==> config.mk <==
export PLATFORM = sky130hd
export DESIGN_NAME = serial_transmit_flat
export DESIGN_NICKNAME = d
export VERILOG_FILES = /design/src/rtl/serial_transmit_pkg.sv /design/src/rtl/serial_transmit_if.sv /design/src/rtl/serial_transmit_tx_fifo.sv /design/src/rtl/serial_transmit.sv /design/src/flat_wrapper.sv
export SDC_FILE = /design/constraint.sdc
export NUM_CORES = 1
export LEC_CHECK = 0
export ABC_AREA = 1
export BUFFER_PORTS_ARGS = -buffer_cell sky130_fd_sc_hd__buf_2
export CORE_UTILIZATION = 57
export DETAILED_ROUTE_END_ITERATION = 10
export GPL_TIMING_DRIVEN = 1
export PLACE_DENSITY = 0.76
export SYNTH_ARGS = -nofsm -noshare
export SYNTH_HDL_FRONTEND = slang
export SYNTH_SLANG_ARGS = --single-unit
==> constraint.sdc <==
create_clock -name clk -period 2.7 [get_ports clk]
set_clock_uncertainty 0.15 [all_clocks]
set_input_delay 0.405 -clock clk [delete_from_list [all_inputs] [get_ports clk]]
set_output_delay 0.405 -clock clk [all_outputs]
set_load 0.1 [all_outputs]
==> src/rtl/serial_transmit_pkg.sv <==
// Shared constants, types and slot helpers for the framed serial transmitter.
// A frame is WORD_W data bits MSB-first followed by a single marker bit.
package serial_transmit_pkg;

  localparam int   WORD_W     = 8;
  localparam int   FRAME_BITS = 9;
  localparam logic MARKER_BIT = 1'b0;
  localparam int   SLOT_W     = 4;

  typedef logic [WORD_W-1:0] word_t;
  typedef logic [SLOT_W-1:0] slot_t;

  localparam slot_t LOAD_SLOT   = slot_t'(FRAME_BITS - 1);
  localparam slot_t MARKER_PREV = slot_t'(FRAME_BITS - 2);

  // What the upcoming clock edge does, judged from the slot currently held.
  typedef enum logic [1:0] {
    PH_LOAD,
    PH_DATA,
    PH_MARKER
  } phase_e;

  function automatic phase_e edge_phase(input slot_t slot);
    if (slot == LOAD_SLOT)
      return PH_LOAD;
    else if (slot == MARKER_PREV)
      return PH_MARKER;
    else
      return PH_DATA;
  endfunction

  function automatic slot_t next_slot(input slot_t slot);
    return (slot == LOAD_SLOT) ? '0 : slot + slot_t'(1);
  endfunction

endpackage

==> src/rtl/serial_transmit_if.sv <==
// Word handshake plus serial/status outputs of the transmitter.
// The master side feeds words and watches the line; the slave side is the transmitter.
interface serial_transmit_if #(
  parameter int DEPTH = 4
);
  import serial_transmit_pkg::*;

  localparam int LEVEL_W = $clog2(DEPTH) + 1;

  word_t              data_in;
  logic               data_valid;
  logic               data_ready;
  logic               txd;
  logic               frame_sent;
  logic               frame_is_data;
  logic [LEVEL_W-1:0] fifo_level;

  modport master (
    output data_in,
    output data_valid,
    input  data_ready,
    input  txd,
    input  frame_sent,
    input  frame_is_data,
    input  fifo_level
  );

  modport slave (
    input  data_in,
    input  data_valid,
    output data_ready,
    output txd,
    output frame_sent,
    output frame_is_data,
    output fifo_level
  );

endinterface

==> src/rtl/serial_transmit_tx_fifo.sv <==
// Synchronous first-word-fall-through FIFO; dout always shows the head word.
// A push into a full FIFO is dropped even when a pop happens on the same edge.
module tx_fifo #(
  parameter int DEPTH  = 4,
  parameter int WORD_W = 8
) (
  input  logic                     clk,
  input  logic                     rst,
  input  logic                     push,
  input  logic                     pop,
  input  logic [WORD_W-1:0]        din,
  output logic [WORD_W-1:0]        dout,
  output logic                     full,
  output logic                     empty,
  output logic [$clog2(DEPTH):0]   level
);

  localparam int PTR_W   = $clog2(DEPTH);
  localparam int LEVEL_W = PTR_W + 1;

  logic [WORD_W-1:0]  mem [DEPTH];
  logic [PTR_W-1:0]   wr_ptr;
  logic [PTR_W-1:0]   rd_ptr;
  logic [LEVEL_W-1:0] count;
  logic               push_ok;
  logic               pop_ok;

  assign full    = (count == LEVEL_W'(DEPTH));
  assign empty   = (count == '0);
  assign push_ok = push && !full;
  assign pop_ok  = pop && !empty;
  assign dout    = mem[rd_ptr];
  assign level   = count;

  always_ff @(posedge clk) begin
    if (push_ok && !rst)
      mem[wr_ptr] <= din;
  end

  // Pointers wrap naturally because DEPTH is a power of two.
  always_ff @(posedge clk) begin
    if (rst) begin
      wr_ptr <= '0;
      rd_ptr <= '0;
      count  <= '0;
    end else begin
      if (push_ok)
        wr_ptr <= wr_ptr + PTR_W'(1);
      if (pop_ok)
        rd_ptr <= rd_ptr + PTR_W'(1);
      case ({push_ok, pop_ok})
        2'b10:   count <= count + LEVEL_W'(1);
        2'b01:   count <= count - LEVEL_W'(1);
        default: count <= count;
      endcase
    end
  end

endmodule

==> src/rtl/serial_transmit.sv <==
// Framed serial transmitter: queues words and emits back-to-back 9-bit frames,
// sending IDLE_WORD frames whenever nothing is queued at the load edge.
module serial_transmit
  import serial_transmit_pkg::*;
#(
  parameter int    DEPTH     = 4,
  parameter word_t IDLE_WORD = 8'h00
) (
  input  logic               clk,
  input  logic               rst,
  serial_transmit_if.slave   bus
);

  localparam int LEVEL_W = $clog2(DEPTH) + 1;

  slot_t              slot;
  logic [WORD_W-2:0]  shreg;
  logic               data_flag;
  logic               txd_q;
  logic               frame_sent_q;
  logic               frame_is_data_q;

  word_t              fifo_dout;
  logic               fifo_full;
  logic               fifo_empty;
  logic [LEVEL_W-1:0] fifo_level;
  logic               push;
  logic               pop;
  word_t              load_word;

  assign push      = bus.data_valid && !fifo_full;
  assign pop       = (slot == LOAD_SLOT) && !fifo_empty;
  assign load_word = fifo_empty ? IDLE_WORD : fifo_dout;

  tx_fifo #(
    .DEPTH  (DEPTH),
    .WORD_W (WORD_W)
  ) u_fifo (
    .clk   (clk),
    .rst   (rst),
    .push  (push),
    .pop   (pop),
    .din   (bus.data_in),
    .dout  (fifo_dout),
    .full  (fifo_full),
    .empty (fifo_empty),
    .level (fifo_level)
  );

  // The MSB leaves on the load edge, so only the remaining seven bits are held.
  always_ff @(posedge clk) begin
    if (rst) begin
      slot            <= LOAD_SLOT;
      shreg           <= '0;
      data_flag       <= 1'b0;
      txd_q           <= 1'b1;
      frame_sent_q    <= 1'b0;
      frame_is_data_q <= 1'b0;
    end else begin
      slot            <= next_slot(slot);
      frame_sent_q    <= 1'b0;
      frame_is_data_q <= 1'b0;
      unique case (edge_phase(slot))
        PH_LOAD: begin
          shreg     <= load_word[WORD_W-2:0];
          data_flag <= !fifo_empty;
          txd_q     <= load_word[WORD_W-1];
        end
        PH_DATA: begin
          txd_q <= shreg[WORD_W-2];
          shreg <= {shreg[WORD_W-3:0], 1'b0};
        end
        PH_MARKER: begin
          txd_q           <= MARKER_BIT;
          frame_sent_q    <= 1'b1;
          frame_is_data_q <= data_flag;
        end
        default: begin
          txd_q <= 1'b1;
        end
      endcase
    end
  end

  assign bus.data_ready    = !fifo_full;
  assign bus.txd           = txd_q;
  assign bus.frame_sent    = frame_sent_q;
  assign bus.frame_is_data = frame_is_data_q;
  assign bus.fifo_level    = fifo_level;

endmodule

==> src/flat_wrapper.sv <==
// flat-port wrapper written by rule: the top's interface ports become plain ports
module serial_transmit_flat import serial_transmit_pkg::*;
#(
  parameter int    DEPTH     = 4,
  parameter word_t IDLE_WORD = 8'h00
)
  (clk, rst, bus_data_in, bus_data_valid, bus_data_ready, bus_txd, bus_frame_sent, bus_frame_is_data, bus_fifo_level);
  serial_transmit_if #(.DEPTH(DEPTH)) bus_i ();
  input  logic clk;
  input  logic rst;
  input wire logic [$bits(bus_i.data_in)-1:0] bus_data_in;
  input wire logic [$bits(bus_i.data_valid)-1:0] bus_data_valid;
  output wire logic [$bits(bus_i.data_ready)-1:0] bus_data_ready;
  output wire logic [$bits(bus_i.txd)-1:0] bus_txd;
  output wire logic [$bits(bus_i.frame_sent)-1:0] bus_frame_sent;
  output wire logic [$bits(bus_i.frame_is_data)-1:0] bus_frame_is_data;
  output wire logic [$bits(bus_i.fifo_level)-1:0] bus_fifo_level;
  assign bus_i.data_in = bus_data_in;
  assign bus_i.data_valid = bus_data_valid;
  assign bus_data_ready = bus_i.data_ready;
  assign bus_txd = bus_i.txd;
  assign bus_frame_sent = bus_i.frame_sent;
  assign bus_frame_is_data = bus_i.frame_is_data;
  assign bus_fifo_level = bus_i.fifo_level;
  serial_transmit #(.DEPTH(DEPTH), .IDLE_WORD(IDLE_WORD)) u_core (.clk(clk), .rst(rst), .bus(bus_i));
endmodule
==> Word-level counts from Yosys, hierarchy flattened <==
Memories as Yosys holds them, arrays and structs flattened. A register that Yosys moved wholly into a read port is not among the register bits.
Cells that the tools add are included.
{ "word_totals": {"reg_bits": 22, "ramBits": 32, "in_bits": 11, "output_inout_bits": 7, "n_memories": 1} }
{ "op_classes": {"add_sub_neg": 5, "eq_ne": 7, "mux": 13, "n_bitwise": 1, "reduce_logical": 14} }
{ "mem_list": {"columns": ["memory", "depth", "word_bits", "rd", "rd_ports_with_merged_regs", "wr", "line_no", "text"], "rows": [
  ["u_core.u_fifo.mem", 4, 8, 1, 1, 1, "serial_transmit_tx_fifo.sv:21", "logic [WORD_W-1:0] mem [DEPTH];"]
]} }
{ "op_table": {"columns": ["operator", "count"], "rows": [
  ["one-hot mux 7 bit (2 select lines)", 1],
  ["two-way mux 2 bit", 5],
  ["two-way mux 8 bit", 1],
  ["one-hot mux 3 bit (2 select lines)", 1],
  ["logical AND 1 bit", 5],
  ["adder 2 x 1 -> 2 bit, second input constant", 2],
  ["adder 4 x 1 -> 4 bit, second input constant", 1],
  ["== test 2 x 1 -> 1 bit, second input constant", 2],
  ["== test 2 bit, second input constant", 2],
  ["== test 4 x 3 -> 1 bit, second input constant", 1],
  ["== test 4 bit, second input constant", 1],
  ["two-way mux 4 bit", 1],
  ["nonzero test 2 bit", 2],
  ["OR reduction 2 bit", 2],
  ["adder 3 x 1 -> 3 bit, second input constant", 1],
  ["== test 3 bit, second input constant", 1],
  ["zero test 1 bit", 3],
  ["zero test 3 bit", 1],
  ["two-way mux 1 bit", 3],
  ["one-hot mux 1 bit (3 select lines)", 1],
  ["subtractor 3 x 1 -> 3 bit, second input constant", 1],
  ["zero test 2 bit", 1],
  ["inverter 1 bit", 1]
]} }

==> Longest topological paths before layout <==
Gate-level depths: netlist of the first run.
{ "depth": {"depth_word": 7, "depth_mapped": 14, "mapped_depth_nobuf": 14} }

==> By module <==
Synthesis of the first run repeated with hierarchy kept, for this count alone.
{ "unflattened": {"hier_cells": 248, "hier_area_um2": 2392.3} }
{ "by_module_without_submodules": {"columns": ["mod", "instances", "cells_per_inst", "area_per_inst_um2", "seq_area_each_um2"], "rows": [
  ["tx_fifo", 1, 151, 1707.9, 1141.1],
  ["serial_transmit", 1, 97, 684.4, 300.3]
]} }

==> Worst setup path after synthesis of the first run <==
OpenSTA, ideal clock, no wires.
{ "synth_path": {"kind": "register to register", "from": "register u_core.u_fifo.count[2] (netlist: u_core.u_fifo.level[2])", "to": "register u_core.u_fifo.count[2] (netlist: u_core.u_fifo.level[2])", "setup_ps": 123, "t_arrival_ps": 3328, "t_required_ps": 2427, "path_slack_ps": -900, "stages_incl_launch_ff": 10, "n_path_buf": 0, "synth_period_minus_slack_ps": 3600, "cell_sequence": "dfxtp_1 nand3_1 nand2_1 ha_1 inv_1 fa_1 nand2_1 nand3_1 o21ai_0 a21oi_1"} }
{ "synth_between": {"elab_chain_cells": 6, "elab_cells_between_ends": 14} }
{ "synth_rtl": {"columns": ["item", "line_no", "text"], "rows": [
  ["from (decl)", "serial_transmit_tx_fifo.sv:24", "logic [LEVEL_W-1:0] count;"],
  ["from (signal assigned)", "serial_transmit_tx_fifo.sv:52", "2'b10: count <= count + LEVEL_W'(1);"],
  ["from (signal assigned)", "serial_transmit_tx_fifo.sv:53", "2'b01: count <= count - LEVEL_W'(1);"],
  ["from (signal assigned)", "serial_transmit_tx_fifo.sv:54", "default: count <= count;"],
  ["== test 3 bit (*)", "serial_transmit_tx_fifo.sv:28", "assign full = (count == LEVEL_W'(DEPTH));"],
  ["zero test 1 bit (*)", null, null],
  ["net bus_data_ready", "flat_wrapper.sv:13", "output wire logic [$bits(bus_i.data_ready)-1:0] bus_data_ready;"],
  ["logical AND 1 bit", "serial_transmit.sv:31", "assign push = bus.data_valid && !fifo_full;"],
  ["logical AND 1 bit (*)", "serial_transmit_tx_fifo.sv:30", "assign push_ok = push && !full;"],
  ["== test 2 x 1 -> 1 bit / == test 2 bit (equally long branches)", "serial_transmit_tx_fifo.sv:51", "case ({push_ok, pop_ok})"],
  ["one-hot mux 3 bit (2 select lines) / nonzero test 2 bit (equally long branches)", null, null]
]} }
Mark *: on every way through the listed nets, which the timed path passes. The rest lies on a longest branch.
A chain may end at the register's enable or synchronous reset.

==> Worst setup path after layout of the first run <==
{ "layout_path": {"from": "register u_core.slot[0]", "to": "register u_core.u_fifo.count[2] (netlist: u_core.u_fifo.level[2])"} }
{ "layout_between": {"elab_chain_cells": 5, "elab_cells_between_ends": 7} }
{ "layout_rtl": {"columns": ["item", "line_no", "text"], "rows": [
  ["from (decl)", "serial_transmit.sv:16", "slot_t slot;"],
  ["from (signal assigned)", "serial_transmit.sv:60", "slot <= next_slot(slot);"],
  ["== test 4 bit (*)", "serial_transmit.sv:32", "assign pop = (slot == LOAD_SLOT) && !fifo_empty;"],
  ["logical AND 1 bit (*)", "serial_transmit.sv:32", null],
  ["logical AND 1 bit (*)", "serial_transmit_tx_fifo.sv:31", "assign pop_ok = pop && !empty;"],
  ["net u_core.u_fifo.pop_ok", "serial_transmit_tx_fifo.sv:26", "logic pop_ok;"],
  ["== test 2 x 1 -> 1 bit / == test 2 bit (equally long branches)", "serial_transmit_tx_fifo.sv:51", null],
  ["one-hot mux 3 bit (2 select lines) / nonzero test 2 bit (equally long branches)", null, null]
]} }
Marks and branches as above.

==> impl_metrics.toml, run 1 <==
[synthesis]
dominantRegCellSynth = "edfxtp_1"
ys_warn_count = 0
synth.top_cells.by_count = "nand2_1, inv_1, edfxtp_1"
synthDistinctLibCells = 26
synth_mux_area_frac = 0
yosys.area_share.adder = 0.0447
synth.most_common_cell = "nand2_1"
syn-num-nets = 269
synthSimpleGateAreaFrac = 0.162
synth_top_cell_area_share = 0.399
synth_top_cell_by_area = "edfxtp_1"
syn_inst = 250
synth_edf_count = 32
synth_compound_gate_area_share = 0.0836
synth_top_family_by_area = "simple AND/OR/NAND/NOR gates"
syn_area_um2 = 2410
synth-seq-cells = 56
yosysSeqAreaShare = 0.598
syn_avg_cell_area_um2 = 9.63
async_reset_ff_frac = 0
synthXorXnorAreaFrac = 0.00727
synthTopCellsByArea = "edfxtp_1, dfxtp_1, nand2_1"

[die]
fp-row-count = 23
die_h_um = 67.0
coreArea_um2 = 4030
io_pins = 18
dieArea_um2 = 4490
start_util = 0.598
die_width_um = 67.0

[clock_network]
numCtsBuffers = 5
root_buffer = "clkbuf_8"
cts_hold_buffers = 0
cts_tree = "done"
clkLatencyLatePin_ps = 310
post_cts_resized = 0
clk_path_buf_depth = 2
path_clk_slew_ps = 90
numClockSinks = 56
cts_setup_buffers = 0
htreeDepth = 2

[power]
internal_power_mw = 1.44
design_power_total_mw = 2.40
p_comb_frac = 0.347
clkPwrFrac = 0.179
p_leak_nw = 1.15
ir_worst_vdd_mv = 0.477
swShare = 0.402
seq_power_share = 0.474
switching_power_uw = 967
cellPowerDensity_nw_per_um2 = 914

[placed_design]
gp_congestion = 0.757
pre_cts_slack_ps = 446
dp_hpwl_mm = 2.76
numPortBuffers = 17

[global_route]
busiest_layer = "met2"
track_usage = 0.205
met2_usage = 0.319
grtUsageMet1 = 0.260
met3_usage = 0.0616
grt_pass1_wl_mm = 6.44
first_global_vias = 1390
overflow = 0
grt_antenna_before_repair = 0
grt_max_degree = 20

[sta]
period_needed_ps = 2290
drv_slew = 0
worst_slew_pin_slew_ps = 662
slew_headroom = 0.558
hold_viol_final = 0
final.setup.tns_ps = 0
rsz0062_at_grt = "false"
fin_ws_ps = 410
fin_crit_sh = 0.848
fmax_ghz = 0.437
setup_violations = 0

[detailed_routing]
drc = 0
via_per_inst = 5.00
vias = 1616
wirelength_mm = 4.02
wire_per_inst_um = 12.4
drt_iter0_markers = 70
ant_nets = 0
drt_first_pass_iters = 4

[critical_path]
worstPathBufferInverterCount = 3
critPathTopFamily = "adder cells"
worst-setup-path-type = "reg2reg"
cp-start-kind = "flop"
crit_fanout = 6
required_ps = 2750
critPathSlowestCell = "fa_1"
critPathCaptureType = "flop"
path_cells = "inv_1 -> ha_1 -> nand2_1 -> nor2_2 -> nand2_2 -> clkinv_2 -> ha_1 -> inv_1 -> fa_1 -> nand2_1 -> nand3_1 -> o21ai_0 -> a21oi_1"
cp.arrival_ps = 2340
cp_slowest_stage_delay_ps = 370

[layout]
antenna_cells = 0
areaGrowthSynthToFinish_pct = 9.25
fin_util = 0.653
drive_above_1_share = 0.158
fillers = 328
nets = 291

[run_status]
status = "finished, final reports clean"

[job]
max-cap-violations = 0

[hold_path]
min_path_type = "in2reg"
[final timing paths]
path                                                     startpoint                             endpoint  slack [ps]  depth (start not counted)
worst max-delay path                      u_core.slot[0]$_SDFF_PP0_  u_core.u_fifo.level[2]$_SDFFE_PP0P_         410                         13
worst min-delay path                                 bus_data_in[1]    u_core.u_fifo.mem[3][1]$_DFFE_PP_         160                          1
worst max register to register            u_core.slot[0]$_SDFF_PP0_  u_core.u_fifo.level[2]$_SDFFE_PP0P_         410                         13
worst min register to register  u_core.u_fifo.level[0]$_SDFFE_PP0P_  u_core.u_fifo.level[0]$_SDFFE_PP0P_         290                          1
[state kept, by name, indices dropped and copies added, names as in the netlist, named ones only]
signal / cells
u_core.u_fifo.rd_ptr: 2
u_core.data_flag: 1
u_core.bus.frame_is_data: 1
u_core.u_fifo.mem: 32
u_core.u_fifo.wr_ptr: 2
u_core.slot: 4
u_core.bus.frame_sent: 1
u_core.bus.txd: 1
u_core.shreg: 7
u_core.u_fifo.level: 3
[per-layer routing]
| metal | vias to the layer above | part of all wire |
|---|---|---|
| met4 | 0 | 0.021 |
| met2 | 39 | 0.46 |
| met5 | - | 0 |
| met1 | 724 | 0.47 |
| li1 | 845 | - |
| met3 | 8 | 0.047 |
[worst register-to-register path, delay by kind of cell (launching register included)]
kind | cells | cell delay (ps)
flip-flops | 1 | 350
AO/OA/AOI/OAI | 2 | 230
AND/OR/NAND/NOR | 5 | 510
buffers and inverters | 3 | 210
adder cells (fa/ha/maj) | 3 | 750
[per-stage QoR]
step | instances | hold slack [ps] | instance area (um2)
2_1_floorplan | 250 | 272 | 2420
3_3_place_gp | 315 | 273 | 2550
3_5_place_dp | 315 | 275 | 2550
4_1_cts | 323 | 149 | 2630
5_1_grt | 323 | 148 | 2630
6_report | 323 | 156 | 2630
[power by group through the flow]
stage,clock (mW),combinational [mW],sequential [mW]
floorplan,0,0.570,1.28
global placement,0,0.813,1.16
detailed placement,0,0.835,1.16
CTS,0.438,0.841,1.14
global route,0.465,0.936,1.16
finish,0.429,0.835,1.14
[cells by family (layout without fill, tap and decap cells)]
kind of cell | Yosys count | count (layout)
AOI/OAI and AO/OA | 40 | 40
buffers and inverters | 57 | 80
and+or+nand+nor | 87 | 87
DFF | 56 | 56
xor gates and xnor gates | 2 | 2
adders and majority gates | 8 | 8
[cell usage in the layout (no fill, tap or decap)]
cell | Yosys | layout
nand2_1 | 49 | 49
inv_1 | 45 | 45
edfxtp_1 | 32 | 32
a21oi_1 | 23 | 23
nand3_1 | 23 | 22
dfxtp_1 | 24 | 21
buf_2 | 2 | 17
o21ai_0 | 14 | 14
nor2_1 | 7 | 7
ha_1 | 7 | 7
clkbuf_8 | 0 | 5
buf_4 | 1 | 4
nand2_2 | 3 | 3
inv_2 | 3 | 3
dfxtp_2 | 0 | 3
nor2_2 | 2 | 2
nand3_4 | 1 | 2
o21ai_1 | 2 | 2
clkinv_1 | 0 | 2
clkinv_2 | 1 | 1
nand3_2 | 1 | 1
inv_4 | 1 | 1
inv_6 | 1 | 1
xor2_1 | 1 | 1
nor3_1 | 1 | 1
o22ai_1 | 1 | 1
xnor2_1 | 1 | 1
fa_1 | 1 | 1
clkbuf_1 | 0 | 1
[final cells by class]
class                           instances  area (um2)  area share
Inverter                               51         200      0.0761
Multi-Input combinational cell        137         728       0.277
Clock inverter                          2        7.51     0.00285
Timing Repair Buffer                   21         115      0.0437
Tap cell                               50        62.6      0.0238
Sequential cell                        56        1450       0.549
Clock buffer                            6        72.6      0.0276
Note: power is estimated with default switching activity, not from simulation.
==> run 2: changes to the inputs <==
Clock period 2.7 ns to 2.4 ns, I/O delays scaled along.
==> run 2 against run 1 <==
  * Fmax up 3.4%
  * Clock power up 38%
  * Register-to-register slack worse by 230 ps
  * Global-route usage up 0.54 points
  * Sequential power up 11%
  * Setup slack worse by 230 ps
  * Die area unchanged
  * Via count up 1.7%
  * Hold slack worse by 48 ps
  * Flip-flop and latch count unchanged
  * Core utilization up 1.7 points
  * Final cell count up 0.93%
  * Critical path type unchanged
  * Critical endpoint unchanged
  * Highest routed layer unchanged
==> impl_metrics.toml, run 2 (synthesized netlist as in run 1, its figures left out) <==
[die]
die_h_um = 67.0
dieArea_um2 = 4490
io_pins = 18
start_util = 0.598
fp-row-count = 23
coreArea_um2 = 4030
die_width_um = 67.0

[power]
ir_worst_vdd_mv = 0.495
internal_power_mw = 1.76
switching_power_mw = 1.11
p_leak_nw = 1.18
clkPwrFrac = 0.206
p_comb_frac = 0.351
design_power_total_mw = 2.87
swShare = 0.387
cellPowerDensity_nw_per_um2 = 1060
seq_power_share = 0.443

[sta]
fin_crit_sh = 0.923
period_needed_ps = 2210
fin_ws_ps = 185
rsz0062_at_grt = "false"
fmax_ghz = 0.451
setup_violations = 0
slew_headroom = 0.680
worst_slew_pin_slew_ps = 484
drv_slew = 0
final.setup.tns_ps = 0
hold_viol_final = 0

[global_route]
grt_antenna_before_repair = 0
overflow = 0
first_global_vias = 1534
grt_pass1_wl_mm = 6.65
grt_max_degree = 17
track_usage = 0.210

[detailed_routing]
via_per_inst = 5.04
wirelength_mm = 4.06
drc = 0
vias = 1644
drt_first_pass_iters = 4
ant_nets = 0
drt_iter0_markers = 50
wire_per_inst_um = 12.5

[critical_path]
required_ps = 2460
path_cells = "inv_1 -> ha_4 -> nand2_1 -> nor2_2 -> nand2_2 -> clkinv_2 -> ha_1 -> inv_1 -> fa_1 -> nand2_1 -> nand3_1 -> o21ai_1 -> a21oi_1"
cp-start-kind = "flop"
cp_slowest_stage_delay_ps = 380
cp.arrival_ps = 2270
ff2ff_path_depth = 13
critPathCaptureType = "flop"
worst-setup-path-type = "reg2reg"
critPathSlowestCell = "fa_1"
crit_fanout = 4

[clock_network]
clk_path_buf_depth = 2
clkLatencyLatePin_ps = 310
htreeDepth = 2
numClockSinks = 56
cts_hold_buffers = 0
path_clk_slew_ps = 90
cts_tree = "done"
root_buffer = "clkbuf_8"
numCtsBuffers = 5

[placed_design]
gp_congestion = 0.718
place_area_um2 = 2570
dp_hpwl_mm = 2.78
numPortBuffers = 17
pre_cts_slack_ps = 125

[job]
max-cap-violations = 0

[layout]
largest_register = "u_core.u_fifo.mem"
largest_reg_flops = 32
fin_util = 0.670
drive_above_1_share = 0.185
stdcell_area_um2 = 2700
areaGrowthSynthToFinish_pct = 12.1
nets = 294
layout_commonest_cell = "nand2_1"
final_cell_mix = "nand2_1, inv_1, edfxtp_1"
top_regs = "u_core.u_fifo.mem: 32 flops, u_core.shreg: 7 flops, u_core.slot: 4 flops"
antenna_cells = 0

[run_status]
status = "finished, final reports clean"

[hold_path]
min_path_cells = 1
min_path_type = "in2reg"
==> run 2: cell count changes in the layout (fill, tap and decap cells not counted), sizes merged <==
cell,change
buf,+3
clkbuf,-1
bufinv,+1
==> run 2: critical path, delay by kind of cell (launching register included) <==
family,cells,cell delay [ps]
fa+ha+maj,3,690
simple gates,5,490
compound gates,2,200
flops,1,340
buf+inv,3,250
==> run 2: cell type report <==
type	instances	area [um2]
Fill cell	329	1330
Tap cell	50	62.6
Timing Repair Buffer	24	138
Clock buffer	5	68.8
Inverter	51	200
Clock inverter	3	37.5
Sequential cell	56	1450
Multi-Input combinational cell	137	743
==> run 2: per-stage QoR <==
stage               hold slack (ps)  instances
floorplan                       272        250
global placement                283        317
detailed placement              285        317
CTS                             100        325
global route                   98.5        326
finish                          108        326
==> run 2: timing repair <==
item,CTS,global route
endpoints found under the setup margin,0,1
gates resized for setup,0,4
buffers inserted,0,1
==> run 2: final timing paths <==
kind	end	start	slack, ps
max	u_core.u_fifo.level[2]$_SDFFE_PP0P_	u_core.slot[1]$_SDFF_PP0_	190
min reg2reg	u_core.u_fifo.level[0]$_SDFFE_PP0P_	u_core.u_fifo.level[0]$_SDFFE_PP0P_	300
min	u_core.u_fifo.mem[3][4]$_DFFE_PP_	bus_data_in[4]	110
max reg2reg	u_core.u_fifo.level[2]$_SDFFE_PP0P_	u_core.slot[1]$_SDFF_PP0_	190
==> run 2: layer usage <==
metal,part of all wire,wire length (um),vias to the layer above,track usage
li1,-,-,853,-
met1,0.45,1840,743,0.234
met2,0.48,1950,37,0.341
met3,0.049,200,11,0.0753
met4,0.017,70,0,0.125
met5,0,0,-,0
==> run 2: power by group through the flow <==
stage | sequential (mW) | clock (mW) | combinational (mW)
floorplan | 1.45 | 0 | 0.644
global placement | 1.29 | 0 | 0.957
detailed placement | 1.29 | 0 | 0.974
CTS | 1.27 | 0.602 | 0.978
global route | 1.29 | 0.636 | 1.12
finish | 1.27 | 0.593 | 1.01
==> run 3: changes to the inputs <==
--- a/config.mk
+++ b/config.mk
@@ -8,8 +8,8 @@
 export ABC_AREA = 1
 export BUFFER_PORTS_ARGS = -buffer_cell sky130_fd_sc_hd__buf_2
-export CORE_UTILIZATION = 57
+export CORE_UTILIZATION = 59
 export DETAILED_ROUTE_END_ITERATION = 10
 export GPL_TIMING_DRIVEN = 1
-export PLACE_DENSITY = 0.76
+export PLACE_DENSITY = 0.78
 export SYNTH_ARGS = -nofsm -noshare
 export SYNTH_HDL_FRONTEND = slang
==> constraint.sdc (replaced) <==
create_clock -name clk -period 2.4 [get_ports clk]
set_clock_uncertainty 0.15 [all_clocks]
set_input_delay 0.24 -clock clk [delete_from_list [all_inputs] [get_ports clk]]
set_output_delay 0.24 -clock clk [all_outputs]
set_load 0.1 [all_outputs]
==> run 3 against run 2 <==
  * Non-clock buffer count grew 8
  * Critical path depth unchanged
  * Sequential share of layout area down 1.1 points
  * Clock power shrank 9.6%
  * Critical path type unchanged
  * Largest cell class unchanged
==> impl_metrics.toml, run 3 (synthesized netlist as in run 1, its figures left out) <==
[run_status]
status = "finished, final reports clean"

[power]
p_comb_frac = 0.357
swShare = 0.403
switching_power_mw = 1.13
cellPowerDensity_nw_per_um2 = 1020
ir_worst_vdd_mv = 0.475
internal_power_mw = 1.68
clkPwrFrac = 0.191
design_power_total_mw = 2.81
p_leak_nw = 1.20
seq_power_share = 0.452

[global_route]
grt_max_degree = 20
track_usage = 0.212
overflow = 0
grt_pass1_wl_mm = 6.68
first_global_vias = 1536
grt_antenna_before_repair = 0

[placed_design]
gp_congestion = 0.756
place_area_um2 = 2560
dp_hpwl_mm = 2.72
post-place-cells = 314
numPortBuffers = 17
pre_cts_slack_ps = 159

[hold_path]
worstHoldEndpoint = "u_core.bus.frame_sent$_SDFF_PP0_"
min_path_cells = 2
hp-start = "rst"
min_path_type = "in2reg"

[detailed_routing]
via_per_inst = 5.08
drt_iter0_markers = 103
wire_per_inst_um = 12.1
drt_first_pass_iters = 4
vias = 1687
wirelength_mm = 4.03
drc = 0
ant_nets = 0

[critical_path]
reg2reg_from = "u_core.slot[0]$_SDFF_PP0_"
reg2reg_to = "u_core.u_fifo.level[2]$_SDFFE_PP0P_"
worst-setup-path-type = "reg2reg"
ff2ff_path_depth = 13
critPathCaptureType = "flop"
cp.arrival_ps = 2250
r2r_slack_ps = 200
cp-start-kind = "flop"
required_ps = 2450
crit_fanout = 4

[clock_network]
clkLatencyLatePin_ps = 310
root_buffer = "clkbuf_8"
htreeDepth = 2
cts_tree = "done"
numCtsBuffers = 5
numClockSinks = 56
clk_path_buf_depth = 2
path_clk_slew_ps = 100

[layout]
layout_commonest_cell = "nand2_1"
largest_register = "u_core.u_fifo.mem"
nets = 302
drive_above_1_share = 0.183
top_regs = "u_core.u_fifo.mem: 32 flops, u_core.shreg: 7 flops, u_core.slot: 4 flops"
instances_no_fill = 332
areaGrowthSynthToFinish_pct = 14.4
stdcell_area_um2 = 2760
final_cell_mix = "nand2_1, inv_1, edfxtp_1"
fin_util = 0.725
antenna_cells = 0
fillers = 278
largest_reg_flops = 32

[sta]
fin_ws_ps = 202
whs_ps = 38.6
setup_violations = 0
worst_slew_pin_slew_ps = 485
final.setup.tns_ps = 0
fin_crit_sh = 0.916
period_needed_ps = 2200
slew_headroom = 0.679
hold_viol_final = 0
drv_slew = 0
fmax_ghz = 0.455

[die]
die_h_um = 65.9
fp-row-count = 22
dieArea_um2 = 4340
start_util = 0.634
coreArea_um2 = 3800
io_pins = 18
die_width_um = 65.9

[job]
max-cap-violations = 0
run 3: worst max-delay path: stages (launching register included):
cell	delay, ps
dfxtp_1	350
inv_1	60
ha_2	200
nand2_1	70
nor2_2	110
nand2_2	90
clkinv_2	80
ha_1	160
inv_1	60
fa_1	390
nand2_1	90
nand3_1	90
o21ai_0	140
a21oi_1	50
run 3: worst max path at each step:
stage,start,depth (start not counted),to
finish,u_core.slot[0]$_SDFF_PP0_,13,u_core.u_fifo.level[2]$_SDFFE_PP0P_
global route,u_core.slot[0]$_SDFF_PP0_,13,u_core.u_fifo.level[2]$_SDFFE_PP0P_
CTS,u_core.slot[0]$_SDFF_PP0_,13,u_core.u_fifo.level[2]$_SDFFE_PP0P_
detailed placement,u_core.slot[0]$_SDFF_PP0_,13,u_core.u_fifo.level[2]$_SDFFE_PP0P_
global placement,u_core.slot[0]$_SDFF_PP0_,13,u_core.u_fifo.level[2]$_SDFFE_PP0P_
floorplan,u_core.u_fifo.level[1]$_SDFFE_PP0P_,10,u_core.u_fifo.level[2]$_SDFFE_PP0P_
run 3: layer usage:
metal,track usage,vias to the layer above,part of all wire,wire length (um)
met2,0.357,31,0.49,1990
met3,0.0414,4,0.029,115
met4,0.0924,0,0.011,44
met5,0,-,0,0
li1,-,876,-,-
met1,0.264,776,0.47,1880
run 3: layout make-up:
type	count	area, um2	area share
well taps	48	60.1	0.0218
repair buffers	32	218	0.0790
inverters	51	200	0.0727
flip-flops and latches	56	1450	0.525
clock buffers	5	68.8	0.0250
clock inverters	3	27.5	0.00999
multi-input cells	137	733	0.266
run 3: timing repair:
item / in CTS / in global routing
resized for setup: 0 / 1
setup endpoints to repair: 0 / 1
buffers inserted: 0 / 2
endpoints found under the hold margin: 29 / 0
hold buffers: 8 / 0
run 3: power groups by stage:
stage                     clock network, mW  registers, mW  logic (mW)
final                                 0.536           1.27        1.00
after CTS                             0.538           1.27       0.977
after global routing                  0.575           1.29        1.11
after detailed placement                  0           1.29       0.964
after floorplan                           0           1.45       0.644
after global placement                    0           1.29       0.949
